`config.mk`:
```
export PLATFORM = sky130hd
export DESIGN_NAME = adc_rr_arbiter
export DESIGN_NICKNAME = d
export VERILOG_FILES = /design/src/rtl/adc_rr_arbiter.sv
export SDC_FILE = /design/constraint.sdc
export NUM_CORES = 1
export LEC_CHECK = 0
export CORE_ASPECT_RATIO = 0.7
export CORE_MARGIN = 8
export CORE_UTILIZATION = 43
export CTS_BUF_LIST = sky130_fd_sc_hd__clkbuf_8
export DETAILED_ROUTE_END_ITERATION = 6
export HOLD_SLACK_MARGIN = 0.08
export MAX_ROUTING_LAYER = met4
export PLACE_DENSITY = 0.89
export SKIP_LAST_GASP = 1
export SLEW_MARGIN = 10
export SYNTH_ARGS = -nofsm -noshare
export SYNTH_HDL_FRONTEND = slang
export SYNTH_SLANG_ARGS = --single-unit
```
`constraint.sdc`:
```
create_clock -name sck -period 4.4 [get_ports sck]
set_clock_uncertainty 0.2 [all_clocks]
set_input_delay 0.88 -clock sck [delete_from_list [all_inputs] [get_ports sck]]
set_output_delay 0.88 -clock sck [all_outputs]
set_load 0.03 [all_outputs]
```
`src/rtl/adc_rr_arbiter.sv`:
```
// Round-robin arbiter and sequencer for N_CH I2S capture channels: grants one channel
// word at a time onto a tagged valid/ready stream and flags completion of each frame.
//
// state | meaning
// IDLE  | idle until started; arbitrates adc_flag & ch_en from ptr and latches the word
// ACK   | one-cycle ack pulse to the granted adc (its flag is still high, no arbitration)
// SEND  | out_valid/out_data/out_ch held until out_ready is seen at a posedge
module adc_rr_arbiter #(
    parameter  int N_CH = 4,
    parameter  int DW   = 32,
    localparam int CW   = $clog2(N_CH)
) (
    input  logic               sck,
    input  logic               rst,
    input  logic               start,
    input  logic [N_CH-1:0]    ch_en,
    input  logic [N_CH-1:0]    adc_flag,
    input  logic [N_CH*DW-1:0] adc_data,
    output logic [N_CH-1:0]    adc_ack,
    output logic               out_valid,
    input  logic               out_ready,
    output logic [DW-1:0]      out_data,
    output logic [CW-1:0]      out_ch,
    output logic               frame_done
);

    typedef enum logic [1:0] {
        IDLE = 2'd0,
        ACK  = 2'd1,
        SEND = 2'd2
    } state_t;

    localparam logic [CW-1:0] LAST_CH = CW'(N_CH - 1);

    state_t          state;
    state_t          state_nxt;
    logic            started;
    logic [CW-1:0]   ptr;
    logic [CW-1:0]   ptr_nxt;
    logic [N_CH-1:0] sent;
    logic [N_CH-1:0] sent_nxt;
    logic [N_CH-1:0] sent_upd;
    logic [N_CH-1:0] ack_nxt;
    logic            valid_nxt;
    logic [DW-1:0]   data_nxt;
    logic [CW-1:0]   ch_nxt;
    logic            done_nxt;
    logic [N_CH-1:0] req;
    logic [CW-1:0]   grant;
    logic [DW-1:0]   words [N_CH];

    // First set bit of req searching start_ptr, start_ptr+1, ... with wrap to 0.
    function automatic logic [CW-1:0] rr_pick(input logic [N_CH-1:0] r,
                                              input logic [CW-1:0]   start_ptr);
        logic [CW-1:0] pick;
        logic          found;
        int            idx;
        pick  = '0;
        found = 1'b0;
        for (int i = 0; i < N_CH; i++) begin
            idx = (int'(start_ptr) + i) % N_CH;
            if (!found && r[idx]) begin
                found = 1'b1;
                pick  = idx[CW-1:0];
            end
        end
        return pick;
    endfunction

    always_comb begin
        for (int i = 0; i < N_CH; i++) begin
            words[i] = adc_data[i*DW +: DW];
        end
    end

    assign req   = adc_flag & ch_en;
    assign grant = rr_pick(req, ptr);

    always_comb begin
        sent_upd         = sent;
        sent_upd[out_ch] = 1'b1;
    end

    always_comb begin
        state_nxt = state;
        ptr_nxt   = ptr;
        sent_nxt  = sent;
        ack_nxt   = '0;
        valid_nxt = out_valid;
        data_nxt  = out_data;
        ch_nxt    = out_ch;
        done_nxt  = 1'b0;
        case (state)
            IDLE: begin
                if (started && (req != '0)) begin
                    data_nxt       = words[grant];
                    ch_nxt         = grant;
                    ack_nxt[grant] = 1'b1;
                    ptr_nxt        = (grant == LAST_CH) ? '0 : grant + 1'b1;
                    state_nxt      = ACK;
                end
            end
            ACK: begin
                valid_nxt = 1'b1;
                state_nxt = SEND;
            end
            SEND: begin
                if (out_ready) begin
                    valid_nxt = 1'b0;
                    state_nxt = IDLE;
                    // sent bits of disabled channels are masked out of the completion test
                    if ((ch_en != '0) && ((sent_upd & ch_en) == ch_en)) begin
                        done_nxt = 1'b1;
                        sent_nxt = '0;
                    end else begin
                        sent_nxt = sent_upd;
                    end
                end
            end
            default: state_nxt = IDLE;
        endcase
    end

    always_ff @(posedge sck or posedge rst) begin
        if (rst) begin
            state      <= IDLE;
            started    <= 1'b0;
            ptr        <= '0;
            sent       <= '0;
            adc_ack    <= '0;
            out_valid  <= 1'b0;
            out_data   <= '0;
            out_ch     <= '0;
            frame_done <= 1'b0;
        end else begin
            state      <= state_nxt;
            started    <= started | start;
            ptr        <= ptr_nxt;
            sent       <= sent_nxt;
            adc_ack    <= ack_nxt;
            out_valid  <= valid_nxt;
            out_data   <= data_nxt;
            out_ch     <= ch_nxt;
            frame_done <= done_nxt;
        end
    end

endmodule
```
==> results_dict.tcl <==
set metrics [dict create \
    num_rows 26 \
    area_growth_pct 60.71 \
    synth_nets 442 \
    synthAdderAreaFrac 0.007930 \
    p_comb_frac 0.608 \
    worstSkewPairLatency_ns 0.29 \
    clock-root-buffer "clkbuf_8" \
    setup_tns_ns 0 \
    synth-seq-cells 49 \
    worstSetupEndpointType "flip-flop" \
    remaining_drc_errors 0 \
    clockBufferDepth 2 \
    worstMarginPinSlew_ns 1.046 \
    rsz0062_at_grt "false" \
    power.share.clock 0.107 \
    switching_share 0.4556 \
    critPathKind "primary input to flip-flop" \
    sequentialPowerShare 0.285 \
    worstPathArrival_ns 3.20 \
    synthDistinctLibCells 42 \
    synth_compound_area_frac 0.3414 \
    die_w_um 118.4 \
    start_kind "primary input" \
    cts_tree "yes" \
    antenna_found_initial 0 \
    muxShareOfSynthArea 0.1114 \
    diodes 0 \
    place_congestion 0.8622 \
    hpwl_mm 8.974 \
    p_leak_nw 2.038 \
    clock_sinks 49 \
    drv_cap 0 \
    synthFlopType "dfrtp_1" \
    routed_wl_mm 11.61 \
    cp_max_fo 21 \
    finalMaxSlewViolations 0 \
    cts_hold_buffers 0 \
    fin_nets 608 \
    route.vias.total 3162 \
    grt_pass1_wl_mm 17.75 \
    port_buffers 179 \
    start_util 0.4389 \
    grt_pass1_vias 3338 \
    power-per-cell-area_nw_per_um2 542.4 \
    drt_first_pass_iters 5 \
    overflow 0 \
    io_pins 180 \
    required_ns 4.40 \
    switchingPower_w 0.001253 \
    hold_class "flip-flop to flip-flop" \
    path_clk_slew_ns 0.09 \
    fp.dieH_um 87.67 \
    synth_xor_area_frac 0 \
    drive_gt1_frac 0.1306 \
    async_reset_ff_frac 1.000 \
    intPower_w 0.001497 \
    postRouteAntennaNets 0 \
    grt_max_degree 50 \
    cts_setup_buffers 0 \
    ir_drop_uv 321.2 \
    final_hold_viol_count 0 \
    via_per_inst 5.596 \
    cts_htree_levels 2 \
    pre_cts_slack_ns 0.8995 \
    syn_inst 300 \
    max-slew-margin-rel 0.3019 \
    fin_crit_sh 0.7265 \
    finalCriticalPeriod_ns 3.197 \
    seq_area_frac_synth 0.3886 \
    yosys.area_share.simple 0.08763 \
    design.core.area_um2 7189 \
    synth-edff-count 0 \
    grt_usage 0.2195 \
    setup_viol 0 \
    wire_per_inst_um 20.56 \
    status "complete, no violations" \
    syn_avg_cell_area_um2 10.52 \
    synth_area_um2 3156 \
    fillerInstances 558 \
    dieArea_um2 10380 \
    synth_top_family_by_area "compound AO/OA/AOI/OAI gates" \
    worst_slack_ns 1.203 \
    cts-resized-gates 0 \
    drtIter0Drc 191 \
    synth_warnings 0 \
    numCtsBuffers 5 \
    fmax_mhz 312.8 \
]
-- kinds of logic after synthesis --
kind of cell    Yosys count
flops                    49
compound gates          119
buf+inv                  33
simple gates             62
mux                      35
fa+ha+maj                 2
-- sequential cells by signal (all words and copies together), names as in the netlist --
signal	flops
started	1
state	2
out_data	32
out_valid	1
sent	4
ptr	2
frame_done	1
out_ch	2
adc_ack	4
-- path summary, 6_finish.rpt --
kind                          start            to  slack (ns)  depth (start not counted)
min reg2reg                 started       started        0.27                          1
min                         started       started        0.27                          1
max                        ch_en[3]   out_data[1]        1.20                          8
max in group asynchronous       rst       sent[3]        2.39                          2
min in group asynchronous       rst  out_data[20]        0.94                          2
max reg2reg                state[1]   out_data[7]        1.89                          7
-- per-layer routing --
metal  part of all wire  track usage  vias to the layer above  wire (um)
li1                   -            -                     1457          -
met1               0.43       0.2662                     1517       5020
met2               0.48       0.3630                      172       5521
met4              0.019      0.06057                        0        220
met5                  0            -                        -          0
met3              0.073      0.05151                       16        852
-- worst max-delay path: stages --
cell             delay, ns
clkdlybuf4s50_1       0.51
a22oi_1               0.25
a31o_1                0.40
inv_2                 0.10
o211ai_4              0.37
buf_4                 0.38
a211oi_1              0.07
a211oi_1              0.24
-- stage by stage --
stage          power [W]    util  cell area, um2  cells  hold WS (ns)
3_5_place_dp    0.002469  0.6913            4970    557        0.2493
6_report        0.002750  0.7054            5071    565        0.2665
5_1_grt         0.002913  0.7054            5071    565        0.2871
2_1_floorplan   0.001837       -            3156    300        0.2290
4_1_cts         0.002768  0.7054            5071    565        0.2688
3_3_place_gp    0.002419  0.6913            4970    557        0.2465
-- synth_stat cells (4+ instances only) --
cell	n	area (um2)
a211oi_2	35	437.9
nor2_1	39	146.4
mux2i_1	34	340.3
and2_1	4	25.02
a21oi_1	5	25.02
clkbuf_1	8	30.03
a21boi_0	31	232.7
a211oi_1	27	202.7
buf_2	8	40.04
nand2_1	8	30.03
dfrtp_1	49	1226
buf_4	4	30.03
a31oi_1	4	25.02
inv_1	6	22.52
-- final cells by class --
type,instances,area [um2],area share
inverter,8,30.03,0.005922
clock buffer,7,96.34,0.01900
timing repair buffer,184,1842,0.3632
sequential,49,1226,0.2418
clock inverter,1,5.005,0.0009869
tap,98,122.6,0.02418
multi-input combinational,218,1749,0.3449
-- power groups by stage --
stage	clock, W	combinational, W	sequential, W
2_1_floorplan	0	0.000742	0.00109
6_report	0.000295	0.00167	0.000784
5_1_grt	0.000316	0.00179	0.000812
3_5_place_dp	0	0.00168	0.000791
4_1_cts	0.000304	0.00168	0.000785
3_3_place_gp	0	0.00164	0.000782
-- placed cells by master (no fill, tap or decap), types with 3 or more instances in the layout --
cell	count
clkdlybuf4s50_1	179
dfrtp_1	49
nor2_1	38
a211oi_2	35
mux2i_1	34
a21boi_0	31
a211oi_1	27
nand2_1	8
clkbuf_8	7
a21oi_1	5
inv_1	5
a31oi_1	4
buf_4	4
inv_2	3
and2_1	3
Note: power is estimated with default switching activity, not from simulation.
==> patch, RTL diff (same settings) <==
`N_CH`: 4 -> 8.
--- a/src/rtl/adc_rr_arbiter.sv
+++ b/src/rtl/adc_rr_arbiter.sv
@@ -8,3 +8,3 @@
 module adc_rr_arbiter #(
-    parameter  int N_CH = 4,
+    parameter  int N_CH = 8,
     parameter  int DW   = 32,
Ports: changed (5 resized); port bits go from 180 to 321. The function was not compared with the original's and may differ.
==> patch against the original RTL <==
Synthesized area rose by 62%; setup slack got worse by 1100 ps; design area up 78%; non-clock buffer count is 191 higher; sequential cell count up 10; routed wire length is 110% higher; clock power rose by 75%; cell count up 93%; hold slack gained 48 ps; power increased to 3.5 times the old value; critical path type unchanged.
==> patch: results <==
set metrics [dict create \
    use_met1_pct 37.36 \
    stdcell_area_mm2 0.009050 \
    layout-drive-gt1-share_pct 10.27 \
    nets 1209 \
    crit_arrival_ps 4330 \
    viasPerCell 6.060 \
    place.gp.congestion 1.053 \
    synth_area_leaders "dfrtp_1 29%, mux2i_1 14%, a21oi_1 7.5%" \
    buf_share_pct 41.61 \
    dr_wl_met2_um 11640 \
    synthAdderAreaFrac_pct 0.7348 \
    timing.rr.end "out_data[28]" \
    synth_top_area_share_pct 28.90 \
    grt_pass1_vias 6719 \
    multi_input_area_mm2 0.003351 \
    top_regs "out_data (32), adc_ack (8), sent (8)" \
    slowest_delay_ps 730 \
    postPlaceCellArea_mm2 0.008840 \
    dr_wl_met3_um 2619 \
    ff2ff_path_depth 10 \
    synth_xor_area_share_pct 0.6858 \
    grt_max_degree 71 \
    synth_common_cells "86 x nand2_1, 77 x a21oi_1, 69 x mux2i_1, 59 x dfrtp_1, 33 x a221oi_1" \
    nMultiInputCombCells 470 \
    internal_power_mw 4.739 \
    drt_iter0_markers 654 \
    track_usage_pct 30.96 \
    dp_cells 1076 \
    synthMuxAreaShare_pct 18.20 \
    clock_area_share_pct 2.212 \
    worstHoldEndpoint "sent[1]" \
    rrSetupSlack_ps 200 \
    signal_buffers 375 \
    io_buffers 320 \
    p_leak_nw 3.784 \
    comb_power_mw 8.14 \
    taps 157 \
    outcome "completed" \
    r2r_start "ptr[1]" \
    wl_met1_um 9878 \
    clockPowerShare_pct 5.3 \
    critPathSlowestCell "nor2_4" \
    ctsHtreeMaxLevel 3 \
    synthesis.nets 876 \
    grt_pass1_wl_um 37620 \
    hp-start "sent[1]" \
    post-place-ws_ps -138.6 \
    vias 6624 \
    ir_drop_mv 0.7966 \
    cts.sinks 59 \
    insertion_delay_ps 360 \
    design_power_total_mw 9.680 \
]
## patch: changes by cell type after synthesis, moves of 22 or more
| cell | delta |
|---|---|
| nand2_1 | +78 |
| a21oi_1 | +72 |
| a211oi_2 | -35 |
| mux2i_1 | +35 |
| a221oi_1 | +33 |
| a221o_1 | +32 |
| a22oi_1 | +31 |
| a21boi_0 | -29 |
| a211oi_1 | -27 |
| nor2_1 | -22 |
## patch: worst max-delay path by stage
| stage | from | endpoint | slack, ps | cells after the start |
|---|---|---|---|---|
| 4_1_cts | ptr[1] | ptr[0] | 140 | 12 |
| 2_1_floorplan | adc_flag[1] | ptr[0] | 720 | 11 |
| 3_5_place_dp | ch_en[7] | ptr[0] | -140 | 12 |
| 3_3_place_gp | ch_en[7] | out_data[6] | -170 | 12 |
| 6_report | ch_en[7] | out_data[28] | 150 | 10 |
| 5_1_grt | adc_flag[7] | out_data[7] | 40 | 13 |
## patch: what timing repair did
item	in CTS	in global routing
hold buffers	0	0
endpoints found under the setup margin	0	40
gates resized for setup	0	3
